`src/rtl/mips_multicycle_ctrl.sv`:
```
// Multi-cycle MIPS control FSM: sequences the shared PC/IR/MDR/A/B/ALUOut datapath
// and the single memory port, decoding the IR opcode and stalling on mem_ready.
module mips_multicycle_ctrl #(
  parameter int STATE_W = 4,
  parameter int OPC_W   = 6
) (
  input  logic               clk,
  input  logic               reset,
  input  logic [OPC_W-1:0]   opcode,
  input  logic               zero,
  input  logic               mem_ready,
  output logic               pc_en,
  output logic               iord,
  output logic               mem_read,
  output logic               mem_write,
  output logic               ir_write,
  output logic               reg_dst,
  output logic               mem_to_reg,
  output logic               reg_write,
  output logic               alu_src_a,
  output logic [1:0]         alu_src_b,
  output logic [1:0]         alu_op,
  output logic [1:0]         pc_source,
  output logic               illegal_op,
  output logic [STATE_W-1:0] state
);

  typedef enum logic [STATE_W-1:0] {
    FETCH  = STATE_W'(0),
    DECODE = STATE_W'(1),
    MEMADR = STATE_W'(2),
    MEMRD  = STATE_W'(3),
    MEMWB  = STATE_W'(4),
    MEMWR  = STATE_W'(5),
    EXEC   = STATE_W'(6),
    ALUWB  = STATE_W'(7),
    BRANCH = STATE_W'(8),
    JUMP   = STATE_W'(9),
    ADDIEX = STATE_W'(10),
    ADDIWB = STATE_W'(11)
  } state_t;

  localparam logic [OPC_W-1:0] OP_RTYPE = OPC_W'(6'b000000);
  localparam logic [OPC_W-1:0] OP_LW    = OPC_W'(6'b100011);
  localparam logic [OPC_W-1:0] OP_SW    = OPC_W'(6'b101011);
  localparam logic [OPC_W-1:0] OP_BEQ   = OPC_W'(6'b000100);
  localparam logic [OPC_W-1:0] OP_J     = OPC_W'(6'b000010);
  localparam logic [OPC_W-1:0] OP_ADDI  = OPC_W'(6'b001000);

  state_t r_state;
  state_t w_next;
  logic   w_illegal;

  always_comb begin
    w_next    = FETCH;
    w_illegal = 1'b0;
    case (r_state)
      FETCH:  w_next = mem_ready ? DECODE : FETCH;
      DECODE: begin
        case (opcode)
          OP_LW, OP_SW: w_next = MEMADR;
          OP_RTYPE:     w_next = EXEC;
          OP_BEQ:       w_next = BRANCH;
          OP_J:         w_next = JUMP;
          OP_ADDI:      w_next = ADDIEX;
          default: begin
            w_next    = FETCH;
            w_illegal = 1'b1;
          end
        endcase
      end
      MEMADR: w_next = (opcode == OP_LW) ? MEMRD : MEMWR;
      MEMRD:  w_next = mem_ready ? MEMWB : MEMRD;
      MEMWR:  w_next = mem_ready ? FETCH : MEMWR;
      EXEC:   w_next = ALUWB;
      ADDIEX: w_next = ADDIWB;
      default: w_next = FETCH;
    endcase
  end

  always_ff @(posedge clk) begin
    if (!reset) r_state <= FETCH;
    else        r_state <= w_next;
  end

  // Outputs follow the state combinationally so the PC/IR loads can be qualified
  // by mem_ready and zero in the same cycle the handshake completes.
  always_comb begin
    pc_en      = 1'b0;
    iord       = 1'b0;
    mem_read   = 1'b0;
    mem_write  = 1'b0;
    ir_write   = 1'b0;
    reg_dst    = 1'b0;
    mem_to_reg = 1'b0;
    reg_write  = 1'b0;
    alu_src_a  = 1'b0;
    alu_src_b  = 2'b00;
    alu_op     = 2'b00;
    pc_source  = 2'b00;
    illegal_op = 1'b0;
    case (r_state)
      FETCH: begin
        mem_read  = 1'b1;
        alu_src_b = 2'b01;
        ir_write  = mem_ready;
        pc_en     = mem_ready;
      end
      DECODE: begin
        alu_src_b  = 2'b11;
        illegal_op = w_illegal;
      end
      MEMADR, ADDIEX: begin
        alu_src_a = 1'b1;
        alu_src_b = 2'b10;
      end
      MEMRD: begin
        mem_read = 1'b1;
        iord     = 1'b1;
      end
      MEMWB: begin
        reg_write  = 1'b1;
        mem_to_reg = 1'b1;
      end
      MEMWR: begin
        mem_write = 1'b1;
        iord      = 1'b1;
      end
      EXEC: begin
        alu_src_a = 1'b1;
        alu_op    = 2'b10;
      end
      ALUWB: begin
        reg_write = 1'b1;
        reg_dst   = 1'b1;
      end
      BRANCH: begin
        alu_src_a = 1'b1;
        alu_op    = 2'b01;
        pc_source = 2'b01;
        pc_en     = zero;
      end
      JUMP: begin
        pc_source = 2'b10;
        pc_en     = 1'b1;
      end
      ADDIWB: reg_write = 1'b1;
      default: ;
    endcase
    // Holding reset abandons any in-flight access immediately.
    if (!reset) begin
      pc_en      = 1'b0;
      iord       = 1'b0;
      mem_read   = 1'b0;
      mem_write  = 1'b0;
      ir_write   = 1'b0;
      reg_dst    = 1'b0;
      mem_to_reg = 1'b0;
      reg_write  = 1'b0;
      alu_src_a  = 1'b0;
      alu_src_b  = 2'b00;
      alu_op     = 2'b00;
      pc_source  = 2'b00;
      illegal_op = 1'b0;
    end
  end

  assign state = r_state;

endmodule

```
`config.mk`:
```
export PLATFORM = sky130hd
export DESIGN_NAME = mips_multicycle_ctrl
export DESIGN_NICKNAME = d
export VERILOG_FILES = /design/src/rtl/mips_multicycle_ctrl.sv
export SDC_FILE = /design/constraint.sdc
export NUM_CORES = 1
export LEC_CHECK = 0
export ABC_AREA = 1
export CORE_AREA = 2 2 39 41
export CTS_BUF_LIST = sky130_fd_sc_hd__clkbuf_8
export DETAILED_ROUTE_END_ITERATION = 12
export DIE_AREA = 0 0 41 43
export PLACE_DENSITY = 0.9
export SETUP_SLACK_MARGIN = 0.05
export SLEW_MARGIN = 0
export SYNTH_ARGS = -nofsm -noshare
export SYNTH_HDL_FRONTEND = slang
export SYNTH_SLANG_ARGS = --single-unit
```
`constraint.sdc`:
```
create_clock -name clk -period 2.8 [get_ports clk]
set_clock_uncertainty 0.15 [all_clocks]
set_input_delay 0.56 -clock clk [delete_from_list [all_inputs] [get_ports clk]]
set_output_delay 0.56 -clock clk [all_outputs]
set_load 0.02 [all_outputs]
```
==> flow_metrics.py <==
metrics = {
    "synthesis": {
        "synth.distinct_cells": 18,
        "synth_top_cells_by_area": "nand2_1, nor2_1, dfxtp_1",
        "synth-seq-cells": 4,
        "yosys_warnings": 0,
        "synthCells": 105,
        "synth_top_area_share_pct": 21.1,
        "syn_area_um2": 517,
        "seq_area_frac_synth_pct": 15.5,
        "yosysTopAreaCell": "nand2_1",
        "syn_area_per_cell_um2": 4.92,
        "synth_nets": 115,
    },
    "timing": {
        "grt_setup_unrepaired": "false",
        "hold_slack_ns": 0.602,
        "tightest_slew_ns": 0.269,
        "worst_slack_ns": 0.150,
        "final-hold-violation-count": 0,
        "fin_crit_sh_pct": 94.6,
        "relSlewSlack_pct": 82.0,
        "slew_violations": 0,
        "setup-violations-final": 0,
        "period_needed_ns": 2.65,
        "fmax_mhz": 377,
        "fin_setup_tns_ns": 0,
    },
    "final_layout": {
        "final_core_util_pct": 66.6,
        "drive_above_1_share_pct": 13.4,
        "final_cells": 158,
        "design_area_um2": 922,
        "largest_reg_flops": 4,
        "n_antenna_cell": 0,
        "nets": 154,
        "syn_to_final_growth_pct": 78.5,
    },
    "global_routing": {
        "grt_pass1_wl_um": 2780,
        "grt_max_degree": 10,
        "grt_pass1_vias": 724,
        "track_usage_pct": 23.0,
        "antenna_found_initial": 0,
        "grt-ovfl-total": 0,
    },
    "clock_tree": {
        "clk_path_buf_depth": 2,
        "insertion_delay_ns": 0.23,
        "clk_pin_slew_ns": 0.03,
        "clkSinkCount": 4,
        "cts_root_buf": "clkbuf_8",
        "cts_tree": "built",
        "htreeDepth": 1,
        "cts_made_buffers": 3,
    },
    "detailed_routing": {
        "ant_nets": 0,
        "drtPass1Iterations": 4,
        "via_per_inst": 4.84,
        "vias": 765,
        "route.met3.wl_um": 110,
        "post_drt_wl_per_cell_um": 10.9,
        "routed_wirelength_um": 1720,
        "top_layer_used": "met4",
        "drt_iter0_markers": 23,
        "drc": 0,
        "met1_length_um": 600,
        "wl_met2_um": 985,
    },
    "die": {
        "pin_count": 30,
        "initial_core_util_pct": 37.3,
        "die_w_um": 41,
        "die_area_mm2": 0.00176,
        "die_h_um": 43,
        "core_area_mm2": 0.00138,
        "fp-row-count": 14,
    },
    "flow_run": {
        "maxCapViolCount": 0,
    },
    "critical_path": {
        "slowest_stage": "clkdlybuf4s50_1",
        "crit_path_frequent_cell": "clkdlybuf4s50_1",
        "cp_data_required_time_ns": 2.09,
        "critPathTopFamily": "buffers and inverters",
        "cp-start-kind": "input pin",
        "crit_buf_inv": 2,
        "cp_cell_sequence": "clkdlybuf4s50_1 > nand2_1 > nor2_1 > clkdlybuf4s50_1",
        "cp.arrival_ns": 1.94,
        "critical_path_peak_fanout": 4,
        "cp-end-kind": "primary output",
        "slowest_delay_ns": 0.61,
        "crit_type": "in -> out",
    },
    "worst_hold_path": {
        "hold_path_class": "reg -> reg",
    },
    "power": {
        "finalPower_uw": 258,
        "leakage_nw": 0.603,
        "powerDensity_mw_per_mm2": 279,
        "ir_worst_vdd_v": 0.000194,
    },
    "place": {
        "gp_congestion": 0.875,
        "dp_hpwl_um": 1370,
        "placed_cells": 155,
        "port_buffers": 29,
        "placed_cell_area_um2": 868,
        "place_ws_ns": -0.119,
    },
    "status": {
        "outcome": "finished, final reports clean",
    },
}
-- area by class of cell --
type	instances	area (µm²)
Clock buffer	3	41.3
Fill cell	122	462
Inverter	16	60.1
Multi-Input combinational cell	84	373
Sequential cell	4	80.1
Tap cell	16	20.0
Timing Repair Buffer	35	348
-- kinds of logic (layout without fill, tap and decap cells) --
family | Yosys count | after routing | synth area share [%]
flops | 4 | 4 | 15.5
buf+inv | 17 | 54 | 12.3
simple gates | 77 | 77 | 64.6
compound gates | 7 | 7 | 7.50
-- power by group --
group | switching (mW) | internal, mW
sequential | 0.00226 | 0.0586
combinational | 0.0365 | 0.0324
clock | 0.0358 | 0.0921
total | 0.0746 | 0.183
-- cells in the mapped netlist --
library cell and number:
o21ai_0 1, inv_1 13, nand2_2 2, nor3_1 2, a31oi_1 1, clkbuf_1 1
nand3_2 1, nand4_1 2, a21oi_1 3, nor2_2 4, inv_2 2, nand3_1 7
nor2_1 29, dfxtp_1 4, nand2_1 29, nor2_4 1, clkinv_1 1, o22ai_1 2
-- final timing paths --
check                 end  slack [ns]  cells after the start     start
max          pc_source[1]        0.15                      4     reset
min              state[3]        0.60                      4  state[0]
max reg2reg      state[1]        1.45                      6  state[2]
min reg2reg      state[3]        0.60                      4  state[0]
-- cells in the final DEF, fill, tap and decap left out --
master	instances
nand3_1	7
nand2_2	2
nor2_4	1
o21ai_0	1
inv_2	2
inv_1	13
nand3_2	1
dfxtp_1	4
nand4_1	2
clkinv_1	1
dlygate4sd2_1	6
buf_4	6
nor2_1	29
clkdlybuf4s50_1	15
a31oi_1	1
o22ai_1	2
a21oi_1	3
dlymetal6s2s_1	8
nor2_2	4
nand2_1	29
clkbuf_8	3
nor3_1	2
-- worst register-to-register path: stages (launching register included) --
cell	delay, ns
dfxtp_1	0.41
inv_1	0.09
nor2_2	0.17
nand2_1	0.17
nand3_2	0.13
nor2_1	0.05
a21oi_1	0.11
-- layer usage --
layer | vias to the layer above | GRT usage (%)
met1 | 328 | 23.9
met4 | 0 | 10.0
met2 | 31 | 40.0
met3 | 3 | 6.28
met5 | - | 0
li1 | 403 | -
-- timing repair --
action / 4_1_cts / 5_1_grt
buffers inserted: 0 / 0
hold buffers: 0 / 0
resized for setup: 6 / 8
setup endpoints to repair: 6 / 8
Power figures use the tool's default switching activity.
